==> src/rtl/uart_tx_arbiter_pkg.sv <==
// Shared definitions for the UART TX arbiter.
//   - arb_state_e : FSM state encoding (IDLE=0, HDR=1, SEND=2, WAIT_HI=3, WAIT_LO=4)
//   - HDR_BASE_DEFAULT : default header byte base (header mode only)
//   - MAX_N_REQ : largest supported requester count
//   - WAIT_HI_LIMIT : cycles WAIT_HI waits for tx_busy before assuming the frame was consumed
//   - id_width() : clog2 with a floor of 1, used for grant_id width
package uart_tx_arbiter_pkg;

  typedef enum logic [2:0] {
    ST_IDLE    = 3'd0,
    ST_HDR     = 3'd1,
    ST_SEND    = 3'd2,
    ST_WAIT_HI = 3'd3,
    ST_WAIT_LO = 3'd4
  } arb_state_e;

  localparam logic [7:0] HDR_BASE_DEFAULT = 8'hA0;
  localparam int         MAX_N_REQ        = 8;
  localparam logic [1:0] WAIT_HI_LIMIT    = 2'd2;

  function automatic int id_width(input int n);
    int w;
    w = 1;
    while ((1 << w) < n) w++;
    return w;
  endfunction

endpackage

==> src/rtl/uart_tx_arbiter_rr_pick.sv <==
// Combinational N-way round-robin picker.
//   req    : request vector
//   ptr    : index with highest priority this cycle (must be < N)
//   gnt_id : first set request at or after ptr, wrapping past N-1
//   any    : at least one request is set
module rr_pick #(
  parameter int N   = 4,
  parameter int IDW = 2
) (
  input  logic [N-1:0]   req,
  input  logic [IDW-1:0] ptr,
  output logic [IDW-1:0] gnt_id,
  output logic           any
);

  // One extra bit so ptr + k never overflows before the wrap subtraction.
  logic [IDW:0]   sum;
  logic [IDW-1:0] idx;

  always_comb begin
    gnt_id = '0;
    any    = 1'b0;
    sum    = '0;
    idx    = '0;
    for (int k = 0; k < N; k++) begin
      sum = (IDW+1)'(ptr) + (IDW+1)'(k);
      if (sum >= (IDW+1)'(N)) sum = sum - (IDW+1)'(N);
      idx = sum[IDW-1:0];
      if (!any && req[idx]) begin
        any    = 1'b1;
        gnt_id = idx;
      end
    end
  end

endmodule

==> src/rtl/uart_tx_arbiter.sv <==
// Shares one byte-wide UART transmitter among N_REQ byte-stream requesters.
// Round-robin at packet granularity: once granted, a requester keeps the
// transmitter until its byte flagged req_last has been sent.
//
// Optional feature: define UART_ARB_HDR_EN to prefix every packet with one
// header byte HDR_BASE + grant_id. Without it the stream is payload only.
//
// Ports:
//   sys_clk, sys_rst_n : clock, asynchronous active-low reset
//   req_valid/req_last/req_data/req_ready : per-requester byte streams
//   tx_data, tx_start, tx_busy : transmitter byte interface
//   grant_id, grant_active : current owner and packet-in-progress flag
//
// Handshake: requester i transfers a byte on a cycle where req_valid[i] and
// req_ready[i] are both high. req_ready is combinational from state and
// tx_busy and never depends on req_valid; a requester may raise or drop
// req_valid at any time, and req_data/req_last are sampled only on transfer.
module uart_tx_arbiter
  import uart_tx_arbiter_pkg::*;
#(
  parameter int         N_REQ    = 4,
  parameter int         IDW      = id_width(N_REQ),
  parameter logic [7:0] HDR_BASE = HDR_BASE_DEFAULT
) (
  input  logic               sys_clk,
  input  logic               sys_rst_n,
  input  logic [N_REQ-1:0]   req_valid,
  input  logic [N_REQ-1:0]   req_last,
  input  logic [8*N_REQ-1:0] req_data,
  output logic [N_REQ-1:0]   req_ready,
  output logic [7:0]         tx_data,
  output logic               tx_start,
  input  logic               tx_busy,
  output logic [IDW-1:0]     grant_id,
  output logic               grant_active
);

  arb_state_e     state, state_n;
  logic [IDW-1:0] rr_ptr, rr_ptr_n;
  logic [IDW-1:0] grant_id_q, grant_id_n;
  logic           grant_active_q, grant_active_n;
  logic [7:0]     tx_data_q, tx_data_n;
  logic           tx_start_q, tx_start_n;
  logic           last_q, last_n;
  logic [1:0]     guard_q, guard_n;

  logic [IDW-1:0] pick_id;
  logic           pick_any;

  rr_pick #(.N(N_REQ), .IDW(IDW)) u_rr_pick (
    .req    (req_valid),
    .ptr    (rr_ptr),
    .gnt_id (pick_id),
    .any    (pick_any)
  );

  assign tx_data      = tx_data_q;
  assign tx_start     = tx_start_q;
  assign grant_id     = grant_id_q;
  assign grant_active = grant_active_q;

  always_ff @(posedge sys_clk or negedge sys_rst_n) begin
    if (!sys_rst_n) begin
      state          <= ST_IDLE;
      rr_ptr         <= '0;
      grant_id_q     <= '0;
      grant_active_q <= 1'b0;
      tx_data_q      <= 8'h00;
      tx_start_q     <= 1'b0;
      last_q         <= 1'b0;
      guard_q        <= '0;
    end else begin
      state          <= state_n;
      rr_ptr         <= rr_ptr_n;
      grant_id_q     <= grant_id_n;
      grant_active_q <= grant_active_n;
      tx_data_q      <= tx_data_n;
      tx_start_q     <= tx_start_n;
      last_q         <= last_n;
      guard_q        <= guard_n;
    end
  end

  always_comb begin
    state_n        = state;
    rr_ptr_n       = rr_ptr;
    grant_id_n     = grant_id_q;
    grant_active_n = grant_active_q;
    tx_data_n      = tx_data_q;
    tx_start_n     = 1'b0;
    last_n         = last_q;
    guard_n        = guard_q;
    req_ready      = '0;

    case (state)
      ST_IDLE: begin
        if (pick_any) begin
          grant_id_n     = pick_id;
          grant_active_n = 1'b1;
`ifdef UART_ARB_HDR_EN
          state_n        = ST_HDR;
`else
          state_n        = ST_SEND;
`endif
        end
      end

      // Only reachable when the header feature is compiled in.
      ST_HDR: begin
        tx_data_n  = HDR_BASE + 8'(grant_id_q);
        tx_start_n = 1'b1;
        last_n     = 1'b0;
        guard_n    = '0;
        state_n    = ST_WAIT_HI;
      end

      ST_SEND: begin
        if (!tx_busy) begin
          req_ready[grant_id_q] = 1'b1;
          if (req_valid[grant_id_q]) begin
            tx_data_n  = req_data[{grant_id_q, 3'b000} +: 8];
            last_n     = req_last[grant_id_q];
            tx_start_n = 1'b1;
            guard_n    = '0;
            state_n    = ST_WAIT_HI;
          end
        end
      end

      // A transmitter that finishes very fast may never show tx_busy;
      // the guard stops us waiting forever for a rising edge.
      ST_WAIT_HI: begin
        if (tx_busy || guard_q == WAIT_HI_LIMIT) state_n = ST_WAIT_LO;
        else                                     guard_n = guard_q + 2'd1;
      end

      ST_WAIT_LO: begin
        if (!tx_busy) begin
          if (last_q) begin
            state_n        = ST_IDLE;
            grant_active_n = 1'b0;
            grant_id_n     = '0;
            rr_ptr_n       = (grant_id_q == IDW'(N_REQ - 1)) ? '0 : grant_id_q + 1'b1;
          end else begin
            state_n = ST_SEND;
          end
        end
      end

      default: state_n = ST_IDLE;
    endcase
  end

endmodule

==> config.mk <==
export PLATFORM = sky130hd
export DESIGN_NAME = uart_tx_arbiter
export DESIGN_NICKNAME = d
export VERILOG_FILES = /design/src/rtl/uart_tx_arbiter_pkg.sv /design/src/rtl/uart_tx_arbiter_rr_pick.sv /design/src/rtl/uart_tx_arbiter.sv
export SDC_FILE = /design/constraint.sdc
export NUM_CORES = 1
export LEC_CHECK = 0
export ABC_AREA = 1
export BUFFER_PORTS_ARGS = -buffer_cell sky130_fd_sc_hd__buf_2
export CAP_MARGIN = 20
export CORE_ASPECT_RATIO = 1.5
export CORE_MARGIN = 2
export CORE_UTILIZATION = 35
export DETAILED_ROUTE_END_ITERATION = 8
export GPL_ROUTABILITY_DRIVEN = 0
export PLACE_DENSITY = 0.69
export SLEW_MARGIN = 5
export SYNTH_ARGS = -nofsm -noshare
export SYNTH_HDL_FRONTEND = slang
export SYNTH_HIERARCHICAL = 1
export SYNTH_SLANG_ARGS = --single-unit
==> constraint.sdc <==
create_clock -name sys_clk -period 1.77 [get_ports sys_clk]
set_input_delay 0.2655 -clock sys_clk [delete_from_list [all_inputs] [get_ports sys_clk]]
set_output_delay 0.2655 -clock sys_clk [all_outputs]
set_load 0.005 [all_outputs]
==> After elaboration in Yosys (flattened, before gate mapping) <==
Index checks and enable logic that the tools add are counted.
{ "word_totals": {"ff_bits": 20, "elab_cells": 117} }
{ "classes": {"n_reduce_logical": 17, "n_bitwise": 1, "magnitude_cmp": 10, "n_mux": 57, "n_eq_ne": 13, "n_addsub": 10, "shifts": 1} }
{ "op_table": {"columns": ["op", "count"], "rows": [
  ["2-to-1 mux 2 bit", 16],
  ["variable part select 32 x 6 -> 8 bit", 1],
  ["2-to-1 mux 1 bit", 18],
  ["2-to-1 mux 8 bit", 2],
  ["one-hot mux 8 bit (2 select lines)", 1],
  ["< comparator 2 x 3 -> 1 bit, second input constant", 5],
  ["2-to-1 mux 3 bit", 5],
  ["one-hot mux 3 bit (5 select lines)", 1],
  ["!= test 2 bit, second input constant", 7],
  ["binary-select mux 1 bit (select 2 bit)", 6],
  [">= comparator 3 bit, second input constant", 3],
  ["adder 8 x 2 -> 8 bit, first input constant", 1],
  ["2-to-1 mux 4 bit", 2],
  ["AND reduction 4 bit", 2],
  ["subtractor 2 x 1 -> 2 bit, second input constant", 4],
  ["adder 2 x 2 -> 3 bit, second input constant", 2],
  ["== test 3 x 2 -> 1 bit, second input constant", 2],
  ["one-hot mux 1 bit (2 select lines)", 3],
  ["one-hot mux 2 bit (3 select lines)", 1],
  ["AND reduction 3 bit", 2],
  ["AND reduction 5 bit", 1],
  ["adder 2 x 1 -> 2 bit, second input constant", 2],
  ["== test 2 bit, second input constant", 2],
  ["logical AND 1 bit", 4],
  ["13 further kinds", 16]
]} }

==> Logic depth before layout (Yosys ltp) <==
{ "logic_depth": {"ltp_word": 16, "ltp_mapped": 14} }

==> Hierarchy <==
The synthesis kept the hierarchy.
{ "modules_own_cells": {"columns": ["module", "cells_per_inst", "instances", "area_each_um2"], "rows": [
  ["uart_tx_arbiter", 199, 1, 1367.6],
  ["rr_pick", 59, 1, 319.1]
]} }

==> Worst setup path before layout <==
No wires, ideal clock.
{ "synth_timing": {"path_kind": "register to register", "startpoint": "register rr_ptr[0]", "endpoint": "register state[1]", "slack_ps": 181, "setup_time_ps": 117, "arrival_ps": 1472, "path_stages_with_launch": 13, "required_time_ps": 1653, "n_path_buf": 1, "path_cell_list": "dfrtp_1 > buf_6 > nand2_1 > nand2_4 > o21ai_1 > nand3b_1 > inv_1 > nand3_1 > nand2_1 > nor2_1 > nand3_1 > nand2_1 > nand2_1"} }
{ "synth_between": {"elab_chain_len": 16, "word_cells_on_any_way": 35, "classes_between": "add/sub (7); order compare (4); eq/ne (1); mux (16); reduce/logical (7)"} }
{ "synth_lines": {"columns": ["item", "line_no", "text"], "rows": [
  ["from (decl)", "uart_tx_arbiter.sv:39", "logic [IDW-1:0] rr_ptr, rr_ptr_n;"],
  ["from (signal assigned)", "uart_tx_arbiter.sv:74", "rr_ptr <= rr_ptr_n;"],
  ["parallel branches: the longest is 13 deep, another holds adder 2 x 1 -> 3 bit", null, null],
  ["2-to-1 mux 1 bit *", "uart_tx_arbiter_rr_pick.sv:29", "if (!any && req[idx]) begin"],
  ["net pick_any", "uart_tx_arbiter.sv:48", "logic pick_any;"],
  ["!= test 2 bit (no line) *", null, null],
  ["AND reduction 5 bit (no line) *", null, null],
  ["to (signal assigned)", "uart_tx_arbiter.sv:73", "state <= state_n;"],
  ["to (decl)", "uart_tx_arbiter.sv:38", "arb_state_e state, state_n;"]
]} }
Mark *: on every way through the listed nets, which the timed path passes. The select of a mux whose other input is x is not followed.
A chain may end at the register's enable or synchronous reset.

==> Final worst setup path <==
Same ends and word-level chain as after synthesis.

==> flow_metrics.env <==
export IMPL_run_status="complete, no violations"
export IMPL_syn_area_um2=1687
export IMPL_final_util_pct=47.76
export IMPL_core_area_um2=4579
export IMPL_antenna_diode_count=0
export IMPL_tightestPinTransition_ns=0.4504
export IMPL_power_density_cell_area_nw_per_um2=1355
export IMPL_dp_hpwl_mm=3.513
export IMPL_hold_path_cell_count=5
export IMPL_synth_top_area_cell="sky130_fd_sc_hd__dfrtp_1"
export IMPL_cp_required_ns=1.93
export IMPL_syn_avg_cell_area_um2=6.537
export IMPL_clock_tree_from_tritoncts="done"
export IMPL_cts_sink_count=20
export IMPL_rows=30
export IMPL_nets=372
export IMPL_r2r_slack_ns=0.09
export IMPL_path_max_fanout=6
export IMPL_grt_pass1_vias=1796
export IMPL_setup_violators_final=0
export IMPL_dominant_combinational_cell_family_by_area_after_synthesis="simple AND/OR/NAND/NOR gates"
export IMPL_finClkSkew_ns=0.002607
export IMPL_timing_hold_worst_start="req_data[23]"
export IMPL_cts_made_buffers=3
export IMPL_clock_latency_at_the_later_pin_of_the_worst_skew_pair_ns=0.26
export IMPL_number_of_fillers_in_the_final_layout=510
export IMPL_synth_area_top_cells="sky130_fd_sc_hd__dfrtp_1 (30%), sky130_fd_sc_hd__nand2_1 (21%), sky130_fd_sc_hd__nand3_1 (10%)"
export IMPL_irDropWorstVdd_uv=701.5
export IMPL_synthXorXnorAreaFrac_pct=0
export IMPL_timing_slew_headroom_pct=69.97
export IMPL_ys_warn_count=6
export IMPL_drt_pass1_iter_count=4
export IMPL_via_per_inst=4.879
export IMPL_antenna_left=0
export IMPL_area_share_of_fa_ha_maj_cells_after_synthesis_pct=3.709
export IMPL_syn_num_nets=306
export IMPL_synth_compound_area_share_pct=7.047
export IMPL_ctsRootBufferMaster="sky130_fd_sc_hd__clkbuf_8"
export IMPL_synth_cell_type_count=25
export IMPL_drcViolationCount=0
export IMPL_synthCells=258
export IMPL_final_routed_wirelength_across_all_metal_layers_mm=4.445
export IMPL_drive_gt1_share_pct=34.67
export IMPL_worst_hold_path_endpoint="tx_data[7]"
export IMPL_cp_startpoint="rr_ptr[0]"
export IMPL_route_vias_total=1888
export IMPL_period_share_pct=94.70
export IMPL_most_used_flip_flop_cell_after_synthesis="sky130_fd_sc_hd__dfrtp_1"
export IMPL_detailedRoute_firstIterationViolations=69
export IMPL_power_leakage_uw=0.001228
export IMPL_synth_edff_count=0
export IMPL_seqCellArea_um2=503.0
export IMPL_synth_mux_area_share_pct=0.6677
export IMPL_cap_viol_max_count=0
export IMPL_dpl_cell_area_um2=2062
export IMPL_post_route_cell_area_um2=2187
export IMPL_grt_pass1_wl_mm=7.534
export IMPL_dieHeight_um=89.02
export IMPL_io_buffers=58
export IMPL_r2r_worst_path_cells=13
export IMPL_grt_overflow_total=0
export IMPL_area_fraction_in_and_or_nand_and_nor_cells_after_synthesis_pct=49.85
export IMPL_drt_wirelength_per_cell_um=11.49
export IMPL_sequential_fraction_of_the_synthesis_area_pct=29.67
export IMPL_timing_rr_start="rr_ptr[0]"
export IMPL_timing_hold_worst_class="in2reg"
export IMPL_period_needed_ns=1.676
export IMPL_num_io_pins=59
export IMPL_max_slew_violation_count=0
export IMPL_cp_arrival_ns=1.83
export IMPL_cts_htree_levels=1
export IMPL_synth_async_sr_flop_share_pct=100.0
export IMPL_die_area_um2=5402
export IMPL_groute_usage_overall_pct=18.09
export IMPL_start_kind="flip-flop"
export IMPL_grt_antenna_before_repair=0
export IMPL_yosysTopAreaCellShare_pct=29.67
export IMPL_multi_input_comb_area_um2=1050
export IMPL_die_w_um=60.68
export IMPL_hold_violations=0
export IMPL_r2r_end="state[1]"
export IMPL_timing_setup_critical_path_class="reg2reg"
export IMPL_clock_tree_buffer_depth=2
export IMPL_grt_setup_unrepaired="true"
export IMPL_clk_transition_reported_paths_ns=0.08
export IMPL_syn_to_final_growth_pct=29.67
export IMPL_largest_net_degree_at_the_start_of_global_routing=21
export IMPL_synth_ff_latch_count=20
export IMPL_timing_critical_path_to_type="flip-flop"
export IMPL_max_clock_freq_mhz=596.6
export IMPL_floorplan_initialDensity_pct=36.83
[routing by layer]
layer | part of all wire [%] | GRT usage [%] | vias up
li1 | - | - | 957
met1 | 41 | 21.26 | 861
met2 | 52 | 32.75 | 60
met3 | 4.8 | 1.592 | 10
met4 | 2.3 | 7.510 | 0
met5 | 0 | 0 | -
[worst max-delay path, cell delays in order (launching register included)]
cell                       delay, ns
sky130_fd_sc_hd__dfrtp_2        0.46
sky130_fd_sc_hd__buf_6          0.15
sky130_fd_sc_hd__nand2_2        0.06
sky130_fd_sc_hd__nand2_2        0.07
sky130_fd_sc_hd__nand2_2        0.07
sky130_fd_sc_hd__nand2_2        0.06
sky130_fd_sc_hd__nor2_4         0.14
sky130_fd_sc_hd__nand3b_1       0.11
sky130_fd_sc_hd__inv_2          0.08
sky130_fd_sc_hd__nand3_2        0.10
sky130_fd_sc_hd__nand2_2        0.10
sky130_fd_sc_hd__nor2_2         0.04
sky130_fd_sc_hd__nand3_1        0.08
sky130_fd_sc_hd__nand2_1        0.05
[layout by cell type (no fill, tap or decap), types with 4 or more instances in the layout]
cell	n
sky130_fd_sc_hd__nand4_1	5
sky130_fd_sc_hd__nand2_4	4
sky130_fd_sc_hd__dfrtp_1	18
sky130_fd_sc_hd__buf_4	9
sky130_fd_sc_hd__ha_1	5
sky130_fd_sc_hd__inv_1	20
sky130_fd_sc_hd__o21ai_0	7
sky130_fd_sc_hd__nand3_1	34
sky130_fd_sc_hd__nand2_2	13
sky130_fd_sc_hd__o211ai_1	4
sky130_fd_sc_hd__nand3_2	5
sky130_fd_sc_hd__buf_2	58
sky130_fd_sc_hd__inv_2	4
sky130_fd_sc_hd__nand2_1	95
sky130_fd_sc_hd__o21ai_1	5
sky130_fd_sc_hd__nor2_2	5
sky130_fd_sc_hd__nor2_1	13
[registers in the layout, summed over array words and instances (netlist names)]
register / flops
grant_active: 1
tx_data: 8
guard_q: 2
rr_ptr: 2
tx_start: 1
grant_id: 2
state: 3
last_q: 1
[cell usage after synthesis, types with 5 or more instances]
cell,n
sky130_fd_sc_hd__nand2_1,96
sky130_fd_sc_hd__nand3_1,35
sky130_fd_sc_hd__inv_1,22
sky130_fd_sc_hd__dfrtp_1,20
sky130_fd_sc_hd__nor2_1,14
sky130_fd_sc_hd__nand2_2,12
sky130_fd_sc_hd__o21ai_0,7
sky130_fd_sc_hd__buf_2,5
sky130_fd_sc_hd__ha_1,5
sky130_fd_sc_hd__nand4_1,5
sky130_fd_sc_hd__o21ai_1,5
[cell families (layout without fill, tap and decap cells)]
logic type                 count (synthesis)  after routing
and+or+nand+nor                          178            178
DFF                                       20             20
adders and majority gates                  5              5
buffers and inverters                     34             99
AOI/OAI and AO/OA                         20             20
muxes                                      1              1
[through the flow]
| stage | total power, uW | std cells | TNS (ns) | hold slack, ns | setup slack (ns) |
|---|---|---|---|---|---|
| 2_1_floorplan | 1946 | 258 | 0 | -0.03009 | 0.1810 |
| 3_3_place_gp | 2433 | 380 | 0 | 0.2481 | 0.1202 |
| 3_5_place_dp | 2449 | 380 | 0 | 0.2517 | 0.03824 |
| 4_1_cts | 2922 | 385 | 0 | 0.3618 | 0.02358 |
| 5_1_grt | 3255 | 387 | -0.02804 | 0.4021 | -0.02405 |
| 6_report | 2964 | 387 | 0 | 0.3494 | 0.09387 |
[power breakdown]
part	internal (uW)	switching [uW]	total, uW
registers	619	151	769
clock network	302	161	463
logic	673	1060	1730
[worst max-delay path by stage]
stage,cells past startpoint,slack [ns],end
floorplan,12,0.18,state[1]
global placement,13,0.12,state[1]
detailed placement,13,0.04,state[1]
CTS,12,0.02,state[1]
global route,14,-0.02,state[1]
finish,13,0.09,state[1]
[final cells by class]
cell class	instances	share of cell area, %
Clock buffer	3	1.888
Clock inverter	1	1.373
Inverter	26	4.748
Multi-Input combinational cell	204	48.00
Sequential cell	20	23.00
Tap cell	64	3.661
Timing Repair Buffer	69	17.33
[what timing repair did]
action                                  4_1_cts  5_1_grt
endpoints found under the setup margin        0        7
hold endpoints to repair                     20        0
setup buffers                                 0        2
gates resized for setup                       0       10
hold buffers                                  1        0
No activity file was read; power rests on OpenSTA's default activity.
